### config.mk
export PLATFORM = sky130hd
export DESIGN_NAME = prog_load_ctrl
export DESIGN_NICKNAME = d
export VERILOG_FILES = /design/src/rtl/prog_load_ctrl.sv
export SDC_FILE = /design/constraint.sdc
export NUM_CORES = 1
export LEC_CHECK = 0
export BUFFER_PORTS_ARGS = -buffer_cell sky130_fd_sc_hd__buf_2
export CORE_MARGIN = 2
export CORE_UTILIZATION = 40
export CTS_CLUSTER_SIZE = 40
export DETAILED_ROUTE_END_ITERATION = 10
export HOLD_SLACK_MARGIN = 0.12
export SYNTH_ARGS = -nofsm -noshare
export SYNTH_HDL_FRONTEND = slang
export SYNTH_SLANG_ARGS = --single-unit
### constraint.sdc
create_clock -name clk -period 4.96 [get_ports clk]
set_input_delay 0 -clock clk [delete_from_list [all_inputs] [get_ports clk]]
set_output_delay 0 -clock clk [all_outputs]
set_load 0.005 [all_outputs]
### src/rtl/prog_load_ctrl.sv
// -----------------------------------------------------------------------------
// prog_load_ctrl
//
// Reloads the PicoBlaze program memory from a byte stream, typically the UART
// receiver. The CPU is held in reset for the whole load. 18-bit instructions
// are assembled from byte triplets and written through the program memory
// write port. The CPU is released once the image has been written and, when
// enabled, validated by a checksum.
//
// Frame: SYNC_BYTE, CNT_HI, CNT_LO, N x (B0, B1, B2) [, CSUM]
//   N           = {CNT_HI[1:0], CNT_LO} + 1   (1..1024)
//   instruction = {B0[1:0], B1, B2}
//   CSUM        = 8-bit sum of all bytes from CNT_HI through the last B2
//
// Build option:
//   PROG_LOAD_CSUM_EN  defined   : the CSUM byte is expected and checked.
//                      undefined : no CSUM state or checksum logic; the CPU
//                                  is released on the cycle after the last
//                                  word's write cycle.
//
// Handshake: rx_valid is a one-cycle strobe; the byte on rx_data is consumed
// in every cycle rx_valid is high. There is no backpressure, so the FSM must
// be ready for a byte on every cycle, including the memory write cycle.
//
// Ports:
//   clk, rst        clock, synchronous active-high reset
//   rx_data/valid   incoming byte stream
//   mem_port_wr     program memory write strobe (one cycle)
//   mem_port_addr   program memory write address
//   mem_port_data   program memory write data
//   cpu_rst         CPU reset, high while loading or after a failed load
//   load_busy       high whenever the FSM is not IDLE
//   load_done       sticky: the last load succeeded
//   load_err        sticky: the last load failed
//   dbg_state       current FSM state encoding (debug/observation)
// -----------------------------------------------------------------------------
module prog_load_ctrl #(
  parameter logic [7:0]  SYNC_BYTE      = 8'hA5,
  parameter int unsigned TIMEOUT_CYCLES = 1000000
) (
  input  logic        clk,
  input  logic        rst,
  input  logic [7:0]  rx_data,
  input  logic        rx_valid,
  output logic        mem_port_wr,
  output logic [9:0]  mem_port_addr,
  output logic [17:0] mem_port_data,
  output logic        cpu_rst,
  output logic        load_busy,
  output logic        load_done,
  output logic        load_err,
  output logic [2:0]  dbg_state
);

  localparam int TW = (TIMEOUT_CYCLES > 1) ? $clog2(TIMEOUT_CYCLES) : 1;
  localparam logic [TW-1:0] TMO_LAST = TW'(TIMEOUT_CYCLES - 1);

  typedef enum logic [2:0] {
    S_IDLE   = 3'd0,
    S_CNT_HI = 3'd1,
    S_CNT_LO = 3'd2,
    S_B0     = 3'd3,
    S_B1     = 3'd4,
    S_B2     = 3'd5
`ifdef PROG_LOAD_CSUM_EN
    , S_CSUM = 3'd6
`endif
  } state_t;

  state_t        state_q, state_d;
  logic [TW-1:0] tmo_cnt;
  logic [9:0]    word_last;   // N-1, index of the final word
  logic [9:0]    addr_cnt;    // address of the word being assembled
  logic [9:0]    word_hi;     // {B0[1:0], B1} of the word being assembled
`ifdef PROG_LOAD_CSUM_EN
  logic [7:0]    csum;
`else
  logic          last_wr;     // high during the final word's write cycle
`endif

  logic start, go_err, go_done, wr_word, tmo_hit, is_last;

  assign is_last = (addr_cnt == word_last);
  // Timeout fires on the cycle that would make TIMEOUT_CYCLES idle cycles.
  assign tmo_hit = (state_q != S_IDLE) && !rx_valid && (tmo_cnt == TMO_LAST);

  // ---------------------------------------------------------------------------
  // State register
  // ---------------------------------------------------------------------------
  always_ff @(posedge clk) begin
    if (rst) state_q <= S_IDLE;
    else     state_q <= state_d;
  end

  // ---------------------------------------------------------------------------
  // Next-state logic
  // ---------------------------------------------------------------------------
  always_comb begin
    state_d = state_q;
    start   = 1'b0;
    go_err  = 1'b0;
    go_done = 1'b0;
    wr_word = 1'b0;
    case (state_q)
      S_IDLE: begin
        if (rx_valid && (rx_data == SYNC_BYTE)) begin
          start   = 1'b1;
          state_d = S_CNT_HI;
        end
      end
      S_CNT_HI: begin
        if (rx_valid) begin
          if (|rx_data[7:2]) go_err = 1'b1;
          else               state_d = S_CNT_LO;
        end
      end
      S_CNT_LO: if (rx_valid) state_d = S_B0;
      S_B0:     if (rx_valid) state_d = S_B1;
      S_B1:     if (rx_valid) state_d = S_B2;
      S_B2: begin
`ifdef PROG_LOAD_CSUM_EN
        if (rx_valid) begin
          wr_word = 1'b1;
          state_d = is_last ? S_CSUM : S_B0;
        end
`else
        // After the final B2 the FSM parks here for the write cycle, then
        // releases the CPU on the following edge.
        if (last_wr) begin
          go_done = 1'b1;
          state_d = S_IDLE;
        end else if (rx_valid) begin
          wr_word = 1'b1;
          state_d = is_last ? S_B2 : S_B0;
        end
`endif
      end
`ifdef PROG_LOAD_CSUM_EN
      S_CSUM: begin
        if (rx_valid) begin
          if (rx_data == csum) begin
            go_done = 1'b1;
            state_d = S_IDLE;
          end else begin
            go_err = 1'b1;
          end
        end
      end
`endif
      default: state_d = S_IDLE;
    endcase
    if (tmo_hit) begin
      go_err  = 1'b1;
      go_done = 1'b0;
    end
    if (go_err) state_d = S_IDLE;
  end

  // ---------------------------------------------------------------------------
  // Outputs derived from state
  // ---------------------------------------------------------------------------
  always_comb begin
    load_busy = (state_q != S_IDLE);
    dbg_state = state_q;
  end

  // ---------------------------------------------------------------------------
  // Datapath, counters and sticky status
  // ---------------------------------------------------------------------------
  always_ff @(posedge clk) begin
    if (rst) begin
      mem_port_wr   <= 1'b0;
      mem_port_addr <= '0;
      mem_port_data <= '0;
      cpu_rst       <= 1'b0;
      load_done     <= 1'b0;
      load_err      <= 1'b0;
      tmo_cnt       <= '0;
      word_last     <= '0;
      addr_cnt      <= '0;
      word_hi       <= '0;
`ifdef PROG_LOAD_CSUM_EN
      csum          <= '0;
`else
      last_wr       <= 1'b0;
`endif
    end else begin
      mem_port_wr <= 1'b0;

      if ((state_q == S_IDLE) || rx_valid) tmo_cnt <= '0;
      else                                 tmo_cnt <= tmo_cnt + 1'b1;

      if (start) begin
        cpu_rst   <= 1'b1;
        load_done <= 1'b0;
        load_err  <= 1'b0;
        addr_cnt  <= '0;
`ifdef PROG_LOAD_CSUM_EN
        csum      <= '0;
`else
        last_wr   <= 1'b0;
`endif
      end

      if (rx_valid) begin
        case (state_q)
          S_CNT_HI: word_last[9:8] <= rx_data[1:0];
          S_CNT_LO: word_last[7:0] <= rx_data;
          S_B0:     word_hi[9:8]   <= rx_data[1:0];
          S_B1:     word_hi[7:0]   <= rx_data;
          default: ;
        endcase
      end

`ifdef PROG_LOAD_CSUM_EN
      // B0[7:2] is discarded for data but still counts toward the checksum.
      if (rx_valid && (state_q inside {S_CNT_HI, S_CNT_LO, S_B0, S_B1, S_B2}))
        csum <= csum + rx_data;
`endif

      if (wr_word) begin
        mem_port_wr   <= 1'b1;
        mem_port_data <= {word_hi, rx_data};
        mem_port_addr <= addr_cnt;
        addr_cnt      <= addr_cnt + 10'd1;
`ifndef PROG_LOAD_CSUM_EN
        last_wr       <= is_last;
`endif
      end

      if (go_err) load_err <= 1'b1;

      if (go_done) begin
        load_done <= 1'b1;
        cpu_rst   <= 1'b0;
`ifndef PROG_LOAD_CSUM_EN
        last_wr   <= 1'b0;
`endif
      end
    end
  end

endmodule

==> results of run 1 <==
==> sequential cells by signal, indices dropped and copies added, names as in the netlist <==
register and cells:
mem_port_data 18, addr_cnt 10, word_last 10, cpu_rst 1
mem_port_wr 1, load_done 1, last_wr 1, word_hi 10
dbg_state 3, mem_port_addr 10, load_err 1, tmo_cnt 20
==> power breakdown <==
group	total [mW]	internal, mW	switching, mW
Sequential	0.690	0.690	0.000110
Combinational	0.0266	0.00943	0.0172
Clock	0.601	0.350	0.252
Total	1.32	1.05	0.269
==> cell usage after synthesis, types with 2 or more instances <==
cell	n
and4_1	2
dfxtp_1	86
and3_1	4
mux2i_1	12
xnor2_1	13
nand2b_1	2
xor2_1	16
nand3_1	13
o21ai_0	4
or2_2	3
nand4_1	10
nor4b_1	2
nor4_1	4
nor2_1	49
or4_4	2
a311oi_1	3
or3_1	5
clkbuf_1	19
nor3_1	6
inv_1	5
nor3b_1	2
mux2_2	2
ha_1	2
buf_2	3
a21oi_1	48
nand2_1	92
==> worst max-delay path: cells and delay by family (launching register included) <==
kind	cells	cell delay, ps
buf+inv	1	350
flops	1	670
mux	1	290
simple gates	4	1070
==> stage by stage <==
step                total power [mW]  setup slack (ps)  area, µm²
finish                          1.32              2510       4230
global route                    1.36              2320       4230
CTS                             1.33              2500       4230
detailed placement             0.727              2530       3890
global placement               0.727              2590       3890
floorplan                      0.717              3070       3600
==> area by class of cell <==
| class | instances | area (µm²) |
|---|---|---|
| repair buffers | 58 | 343 |
| multi-input cells | 316 | 1760 |
| flip-flops and latches | 86 | 1720 |
| fillers | 824 | 4490 |
| clock buffers | 11 | 141 |
| clock inverters | 5 | 106 |
| inverters | 6 | 22.5 |
| well taps | 108 | 135 |
==> routing by layer <==
layer	routed length [µm]	vias to the layer above	GRT usage, %
met5	0	-	0
met4	118	0	7.06
met1	3820	1399	23.0
met3	317	10	3.19
met2	3520	50	26.4
li1	-	1549	-
==> cells by family after synthesis <==
logic type | after synthesis | share of synthesized area, %
adders and majority gates | 3 | 0.974
muxes | 14 | 3.97
buffers and inverters | 30 | 3.44
xor gates and xnor gates | 29 | 7.06
AOI/OAI and AO/OA | 64 | 9.98
and+or+nand+nor | 206 | 26.7
DFF | 86 | 47.9
==> worst max path at each step <==
stage	start	endpoint	slack, ps	depth (start not counted)
final	dbg_state[0]$_SDFFE_PP0P_	addr_cnt[8]$_SDFFE_PP0P_	2510	6
after global routing	dbg_state[0]$_SDFFE_PP0P_	addr_cnt[8]$_SDFFE_PP0P_	2320	6
after CTS	dbg_state[0]$_SDFFE_PP0P_	addr_cnt[8]$_SDFFE_PP0P_	2500	6
after detailed placement	dbg_state[0]$_SDFFE_PP0P_	addr_cnt[8]$_SDFFE_PP0P_	2530	6
after global placement	dbg_state[0]$_SDFFE_PP0P_	addr_cnt[8]$_SDFFE_PP0P_	2590	6
after floorplan	dbg_state[2]$_SDFFE_PP0P_	addr_cnt[2]$_SDFFE_PP0P_	3070	8
==> repair_timing <==
action	in CTS	in global routing
hold buffers	9	0
endpoints found under the hold margin	29	0
gates resized for setup	0	0
==> results.json, run 1 <==
{
  "cts_setup_buffers": 0,
  "ys.flop_type": "dfxtp_1",
  "yosysSeqAreaShare_pct": 47.9,
  "fp.dieH_um": 98.8,
  "grt_pass1_vias": 2873,
  "nets": 490,
  "syn_avg_cell_area_um2": 8.33,
  "finalSetupTns_ps": 0,
  "io_buffer_count": 46,
  "core_um2": 8720,
  "synth_edf_count": 0,
  "reg2reg_depth": 6,
  "power_density_nw_per_um2": 312,
  "synth.top_cell.area_share_pct": 47.9,
  "drc": 0,
  "cts_tree": "yes",
  "grt_max_degree": 66,
  "hold_violations": 0,
  "synth_area_um2": 3600,
  "worst_ep_arrival_time_ps": 2740,
  "slew_violations": 0,
  "slowest_stage": "dfxtp_1",
  "dp_cells": 565,
  "whs_endpoint": "word_last[9]$_SDFFE_PP0P_",
  "crit_required_ps": 5250,
  "ir_worst_vdd_mv": 0.155,
  "synth_area_leaders": "dfxtp_1 48%, nand2_1 9.6%, a21oi_1 6.7%",
  "initialDrtViolationCount": 201,
  "vias": 3008,
  "min_period_ps": 2450,
  "areaGrowthSynthToFinish_pct": 17.5,
  "wl_per_cell_um": 13.2,
  "worstReg2RegEnd": "addr_cnt[8]$_SDFFE_PP0P_",
  "place_congestion": 0.796,
  "max_freq_mhz": 409,
  "synth_fp_nets": 445,
  "drive_gt1_share_pct": 16.2,
  "endpoint_kind": "flop",
  "utilization_pct": 48.5,
  "clk_path_buf_depth": 2,
  "period_share_pct": 49.3,
  "timing.slew.headroom_pct": 23.7,
  "critPathLaunchType": "flop",
  "overflow": 0,
  "hold_slack_ps": 328,
  "rows": 34,
  "ioPinCount": 47,
  "syn_inst": 432,
  "worstHoldStart": "rst",
  "die_w_um": 98.8,
  "grt_setup_unrepaired": "false",
  "insertion_delay_ps": 360,
  "ant_nets": 0,
  "max_stage_delay_ps": 670,
  "path_class": "flop to flop",
  "antenna_found_initial": 0,
  "start_util_pct": 41.2,
  "cts_buffers": 9,
  "crit_path_cell_trace": "nand2_1 > nor3_4 > buf_4 > nand3_1 > mux2_2 > nor2_1",
  "whs_path_depth": 2,
  "mostFrequentLayoutCells": "92 x nand2_1, 86 x dfxtp_1, 49 x nor2_1",
  "finalSetupViolations": 0,
  "yosys_register_bits": 86,
  "grt_pass1_wl_um": 13500,
  "insertedDiodeCount": 0,
  "routed_wirelength_um": 7770,
  "drv_cap": 0,
  "finClkSkew_ps": 14.5,
  "final_cells": 590,
  "dpl.hpwl_um": 5160,
  "track_usage_pct": 16.9,
  "viasPerCell": 5.10,
  "rr_startpoint": "dbg_state[0]$_SDFFE_PP0P_",
  "path_clk_slew_ps": 90,
  "status": "finished clean",
  "p_leak_nw": 1.56,
  "final_common_cell": "nand2_1",
  "ys_async_sr_fraction_pct": 0,
  "cts.sinks": 86,
  "crit_fanout": 19,
  "htree_levels": 3,
  "synth_area_leader_cell": "dfxtp_1",
  "reg2reg_slack_ps": 2510,
  "drtPass1Iterations": 4,
  "ys_types": 49,
  "root_buffer": "clkbuf_8",
  "worst_pin_slew_ps": 1140,
  "yosys_warnings": 0,
  "min_path_type": "input port to flop",
  "dieArea_um2": 9770
}
(Power assumes the default switching activity.)
==> run 2: changes to the inputs <==
Clock period 4.96 ns to 2 ns, I/O delays scaled along.
==> results.json, run 2 (same netlist as run 1, synthesis figures left out) <==
{
  "reg2reg_depth": 6,
  "io_buffer_count": 46,
  "drv_cap": 0,
  "antenna_found_initial": 0,
  "drtPass1Iterations": 4,
  "ioPinCount": 47,
  "setup.worst_path.start": "tmo_cnt[0]$_SDFF_PP0_",
  "timing.slew.headroom_pct": 54.9,
  "grt_max_degree": 65,
  "final_common_cell": "nand2_1",
  "min_path_type": "input port to flop",
  "min_period_ps": 1880,
  "period_share_pct": 94.1,
  "top_register": "tmo_cnt",
  "ant_nets": 0,
  "cts_buffers": 9,
  "power.total_mw": 3.01,
  "routed_wirelength_um": 7910,
  "slowest_stage": "or4_4",
  "p_leak_nw": 1.59,
  "areaGrowthSynthToFinish_pct": 18.9,
  "place_congestion": 0.807,
  "nets": 502,
  "rows": 34,
  "htree_levels": 3,
  "insertion_delay_ps": 360,
  "fill_cells": 851,
  "worst_pin_slew_ps": 677,
  "overflow": 0,
  "insertedDiodeCount": 0,
  "core_um2": 8720,
  "largest_reg_flops": 20,
  "die_w_um": 98.8,
  "crit_fanout": 5,
  "grt_setup_unrepaired": "false",
  "cts.sinks": 86,
  "power_density_nw_per_um2": 703,
  "root_buffer": "clkbuf_8",
  "vias": 3045,
  "multi_input_area_um2": 1770,
  "drive_gt1_share_pct": 18.6,
  "hold_violations": 0,
  "drc": 0,
  "finalSetupViolations": 0,
  "cts_tree": "yes",
  "ff_latch_area_um2": 1720,
  "track_usage_pct": 16.6,
  "path_clk_slew_ps": 90,
  "endpoint_kind": "flop",
  "mostFrequentLayoutCells": "92 x nand2_1, 86 x dfxtp_1, 49 x nor2_1",
  "grt_pass1_wl_um": 13100,
  "initialDrtViolationCount": 135,
  "start_util_pct": 41.2,
  "worstHoldStart": "rst",
  "clk_path_buf_depth": 2,
  "utilization_pct": 49.1,
  "crit_required_ps": 2300,
  "dpl.hpwl_um": 5490,
  "ir_worst_vdd_mv": 0.358,
  "finClkSkew_ps": 11.1,
  "dieArea_um2": 9770,
  "finalSetupTns_ps": 0,
  "worst_ep_arrival_time_ps": 2180,
  "status": "finished clean",
  "whs_path_depth": 3,
  "critPathLaunchType": "flop",
  "max_stage_delay_ps": 470,
  "fp.dieH_um": 98.8,
  "max_freq_mhz": 532,
  "wl_per_cell_um": 13.1,
  "viasPerCell": 5.06,
  "grt_pass1_vias": 2816,
  "path_class": "flop to flop",
  "rr_startpoint": "tmo_cnt[0]$_SDFF_PP0_",
  "slew_violations": 0,
  "crit_path_cell_trace": "ha_2 > nand2_1 > or2_2 > or4_4 > a41oi_2 > nor2b_1",
  "reg.largest.list": "tmo_cnt x20, mem_port_data x18"
}
[run 2: cell type report]
cell class,instances,share of cell area (%)
Inverter,6,0.526
Multi-Input combinational cell,316,41.3
Clock inverter,6,1.64
Tap cell,108,3.16
Sequential cell,86,40.2
Clock buffer,10,2.98
Timing Repair Buffer,70,10.1
[run 2: critical path: cells and delay by family (launching register included)]
kind                     cells  cell delay, ps
flip-flops                   1             380
AO/OA/AOI/OAI                1             240
adder cells (fa/ha/maj)      1             220
AND/OR/NAND/NOR              4            1010
[run 2: through the flow]
step	area (µm²)	worst slack, ps	hold slack, ps	cells
floorplan	3600	114	136	432
global placement	3980	136	288	577
detailed placement	3980	93.7	294	577
CTS	4270	59.8	247	602
global route	4280	3.78	273	602
finish	4280	119	243	602
[run 2: metal layers]
metal / up-vias / wire length, µm / global-route usage [%]
li1: 1567 / - / -
met1: 1412 / 3870 / 22.7
met2: 54 / 3600 / 25.7
met3: 12 / 299 / 3.40
met4: 0 / 132 / 6.32
met5: - / 0 / 0
[run 2: worst paths after layout]
check	slack, ps	endpoint
worst max register to register	120	last_wr$_SDFFE_PP0P_
worst min register to register	450	mem_port_addr[4]$_SDFFE_PP0P_
worst max-delay path	120	last_wr$_SDFFE_PP0P_
worst min-delay path	240	word_last[8]$_SDFFE_PP0P_
[run 2: power breakdown]
group | internal, mW | leakage (nW) | switching, mW
registers | 1.71 | 0.692 | 0.000224
logic | 0.0250 | 0.804 | 0.0442
clock network | 0.586 | 0.0895 | 0.642
total | 2.32 | 1.59 | 0.687
[run 2: timing repair]
action	4_1_cts	5_1_grt
setup buffers	0	0
gates resized for setup	0	2
hold endpoints to repair	31	0
hold buffers	9	0
endpoints found under the setup margin	0	2
==> run 3: changes to the inputs <==
Settings changed: ABC_AREA set to 1, SKIP_CTS_REPAIR_TIMING set to 1.
==> results.json, run 3 <==
{
  "status": "finished clean",
  "crit_fanout": 4,
  "ioPinCount": 47,
  "synth_common_cells": "96 x nand2_1, 87 x nor2_1, 86 x dfxtp_1",
  "synth_area_leaders": "dfxtp_1 47%, nand2_1 9.8%, nor2_1 8.9%",
  "wl_per_cell_um": 12.3,
  "die_w_um": 99.9,
  "dp_cells": 659,
  "fp.dieH_um": 99.9,
  "rr_startpoint": "dbg_state[1]$_SDFFE_PP0P_",
  "worst_pin_slew_ps": 368,
  "core_um2": 9060,
  "clk_path_buf_depth": 2,
  "finalSetupViolations": 0,
  "ys_async_sr_fraction_pct": 0,
  "vias": 3364,
  "reg2reg_depth": 8,
  "max_freq_mhz": 583,
  "syn_avg_cell_area_um2": 7.16,
  "grt_pass1_wl_um": 14000,
  "reg.largest.list": "tmo_cnt x20, mem_port_data x18",
  "min_period_ps": 1710,
  "insertion_delay_ps": 370,
  "yosys_warnings": 0,
  "initialDrtViolationCount": 107,
  "synth_area_leader_cell": "dfxtp_1",
  "syn_inst": 514,
  "rows": 35,
  "power_switching_uw": 754,
  "htree_levels": 3,
  "p_int_mw": 2.30,
  "path_clk_slew_ps": 80,
  "grt_setup_unrepaired": "false",
  "worst_ep_arrival_time_ps": 1960,
  "dieArea_um2": 9990,
  "crit_required_ps": 2250,
  "ys.flop_type": "dfxtp_1",
  "finClkSkew_ps": 19.9,
  "worstHoldStart": "tmo_cnt[0]$_SDFF_PP0_",
  "hold_violations": 0,
  "seq_power_share_pct": 56.5,
  "ys_types": 30,
  "period_share_pct": 85.7,
  "whs_endpoint": "tmo_cnt[0]$_SDFF_PP0_",
  "track_usage_pct": 17.6,
  "setup.worst_path.start": "dbg_state[1]$_SDFFE_PP0P_",
  "nets": 583,
  "start_util_pct": 40.6,
  "place_congestion": 0.902,
  "grt_max_degree": 38,
  "antenna_found_initial": 0,
  "timing.slew.headroom_pct": 75.4,
  "io_buffer_count": 46,
  "drtPass1Iterations": 4,
  "overflow": 0,
  "top_register": "tmo_cnt",
  "cts.sinks": 86,
  "dpl.hpwl_um": 6020,
  "drc": 0,
  "yosys_register_bits": 86,
  "worstReg2RegEnd": "word_hi[8]$_SDFFE_PP0P_",
  "synth.top_cell.area_share_pct": 46.8,
  "reg2reg_slack_ps": 290,
  "min_path_type": "flop to flop",
  "routed_wirelength_um": 8420,
  "power_density_nw_per_um2": 708,
  "critPathLaunchType": "flop",
  "grt_pass1_vias": 3046,
  "slew_violations": 0,
  "synth_area_um2": 3680,
  "yosysMostFrequentCell": "nand2_1",
  "p_sw_share_pct": 24.7,
  "final_common_cell": "nand2_1",
  "viasPerCell": 4.90,
  "cts_tree": "yes",
  "drive_gt1_share_pct": 14.4,
  "synth_fp_nets": 527,
  "finalSetupTns_ps": 0,
  "drv_cap": 0,
  "ant_nets": 0,
  "cts_buffers": 9,
  "synth_edf_count": 0,
  "hold_slack_ps": 450,
  "path_class": "flop to flop",
  "whs_path_depth": 1,
  "root_buffer": "clkbuf_8",
  "ir_worst_vdd_mv": 0.341,
  "mostFrequentLayoutCells": "96 x nand2_1, 87 x nor2_1, 86 x dfxtp_1",
  "areaGrowthSynthToFinish_pct": 17.2,
  "p_leak_nw": 1.80,
  "endpoint_kind": "flop",
  "final_cells": 686,
  "yosysSeqAreaShare_pct": 46.8,
  "largest_reg_flops": 20,
  "p_clk_share_pct": 38.3,
  "combPwrFrac_pct": 5.2,
  "insertedDiodeCount": 0
}
==> run 3: changes by cell type after synthesis, moves of 12 or more <==
cell,previous run,this run
xor2_1,16,3
nand3_1,13,32
o21ai_0,4,52
nor2_1,49,87
inv_1,5,54
mux2i_1,12,0
==> run 3: area by class of cell <==
| class | count | area (µm²) |
|---|---|---|
| multi-input cells | 356 | 1670 |
| fillers | 932 | 4750 |
| flip-flops and latches | 86 | 1720 |
| clock inverters | 5 | 41.3 |
| repair buffers | 61 | 383 |
| clock buffers | 11 | 151 |
| inverters | 56 | 211 |
| well taps | 111 | 139 |
==> run 3: cells by family after synthesis <==
kind of cell / count (synthesis) / share of synthesized area [%]
compound gates: 103 / 14.3
xor+xnor: 8 / 1.90
fa+ha+maj: 2 / 0.680
buf+inv: 72 / 7.99
flops: 86 / 46.8
simple gates: 243 / 28.3
==> run 3: power by group through the flow <==
stage                     Sequential, mW  Clock, mW  Combinational [mW]
after floorplan                     1.76          0              0.0915
after global placement              1.76          0               0.144
after detailed placement            1.76          0               0.144
after CTS                           1.72       1.20               0.146
after global routing                1.73       1.28               0.179
final                               1.72       1.17               0.160
==> run 3: layer usage <==
metal	part of all wire, %	global-route usage, %	vias up	wire length, µm
met2	45	28.6	56	3800
li1	-	-	1767	-
met3	4.5	4.18	13	376
met4	1.5	6.43	0	129
met5	0	0	-	0
met1	49	23.0	1528	4110
==> run 3: worst max path at each step <==
stage | depth (start not counted) | endpoint
finish | 8 | word_hi[8]$_SDFFE_PP0P_
global route | 7 | addr_cnt[9]$_SDFFE_PP0P_
detailed placement | 8 | addr_cnt[6]$_SDFFE_PP0P_
global placement | 8 | addr_cnt[6]$_SDFFE_PP0P_
floorplan | 10 | tmo_cnt[16]$_SDFF_PP0_
CTS | 8 | addr_cnt[6]$_SDFFE_PP0P_
==> run 3: through the flow <==
step | setup WS (ps) | power, mW | area (µm²) | utilization [%]
4_1_cts | 309 | 3.07 | 4200 | 46.4
6_report | 285 | 3.05 | 4310 | 47.6
3_3_place_gp | 364 | 1.91 | 4010 | 44.2
3_5_place_dp | 328 | 1.91 | 4010 | 44.2
2_1_floorplan | 535 | 1.86 | 3680 | -
5_1_grt | 89.7 | 3.18 | 4310 | 47.6
==> run 3: critical path, cell delays in order (launching register included) <==
cell and delay (ps):
dfxtp_1 370, inv_1 90, nor2_1 90, inv_1 70, nor2_1 120, nand2_1 130
nand2_1 100, a21oi_1 60, dlygate4sd3_1 560
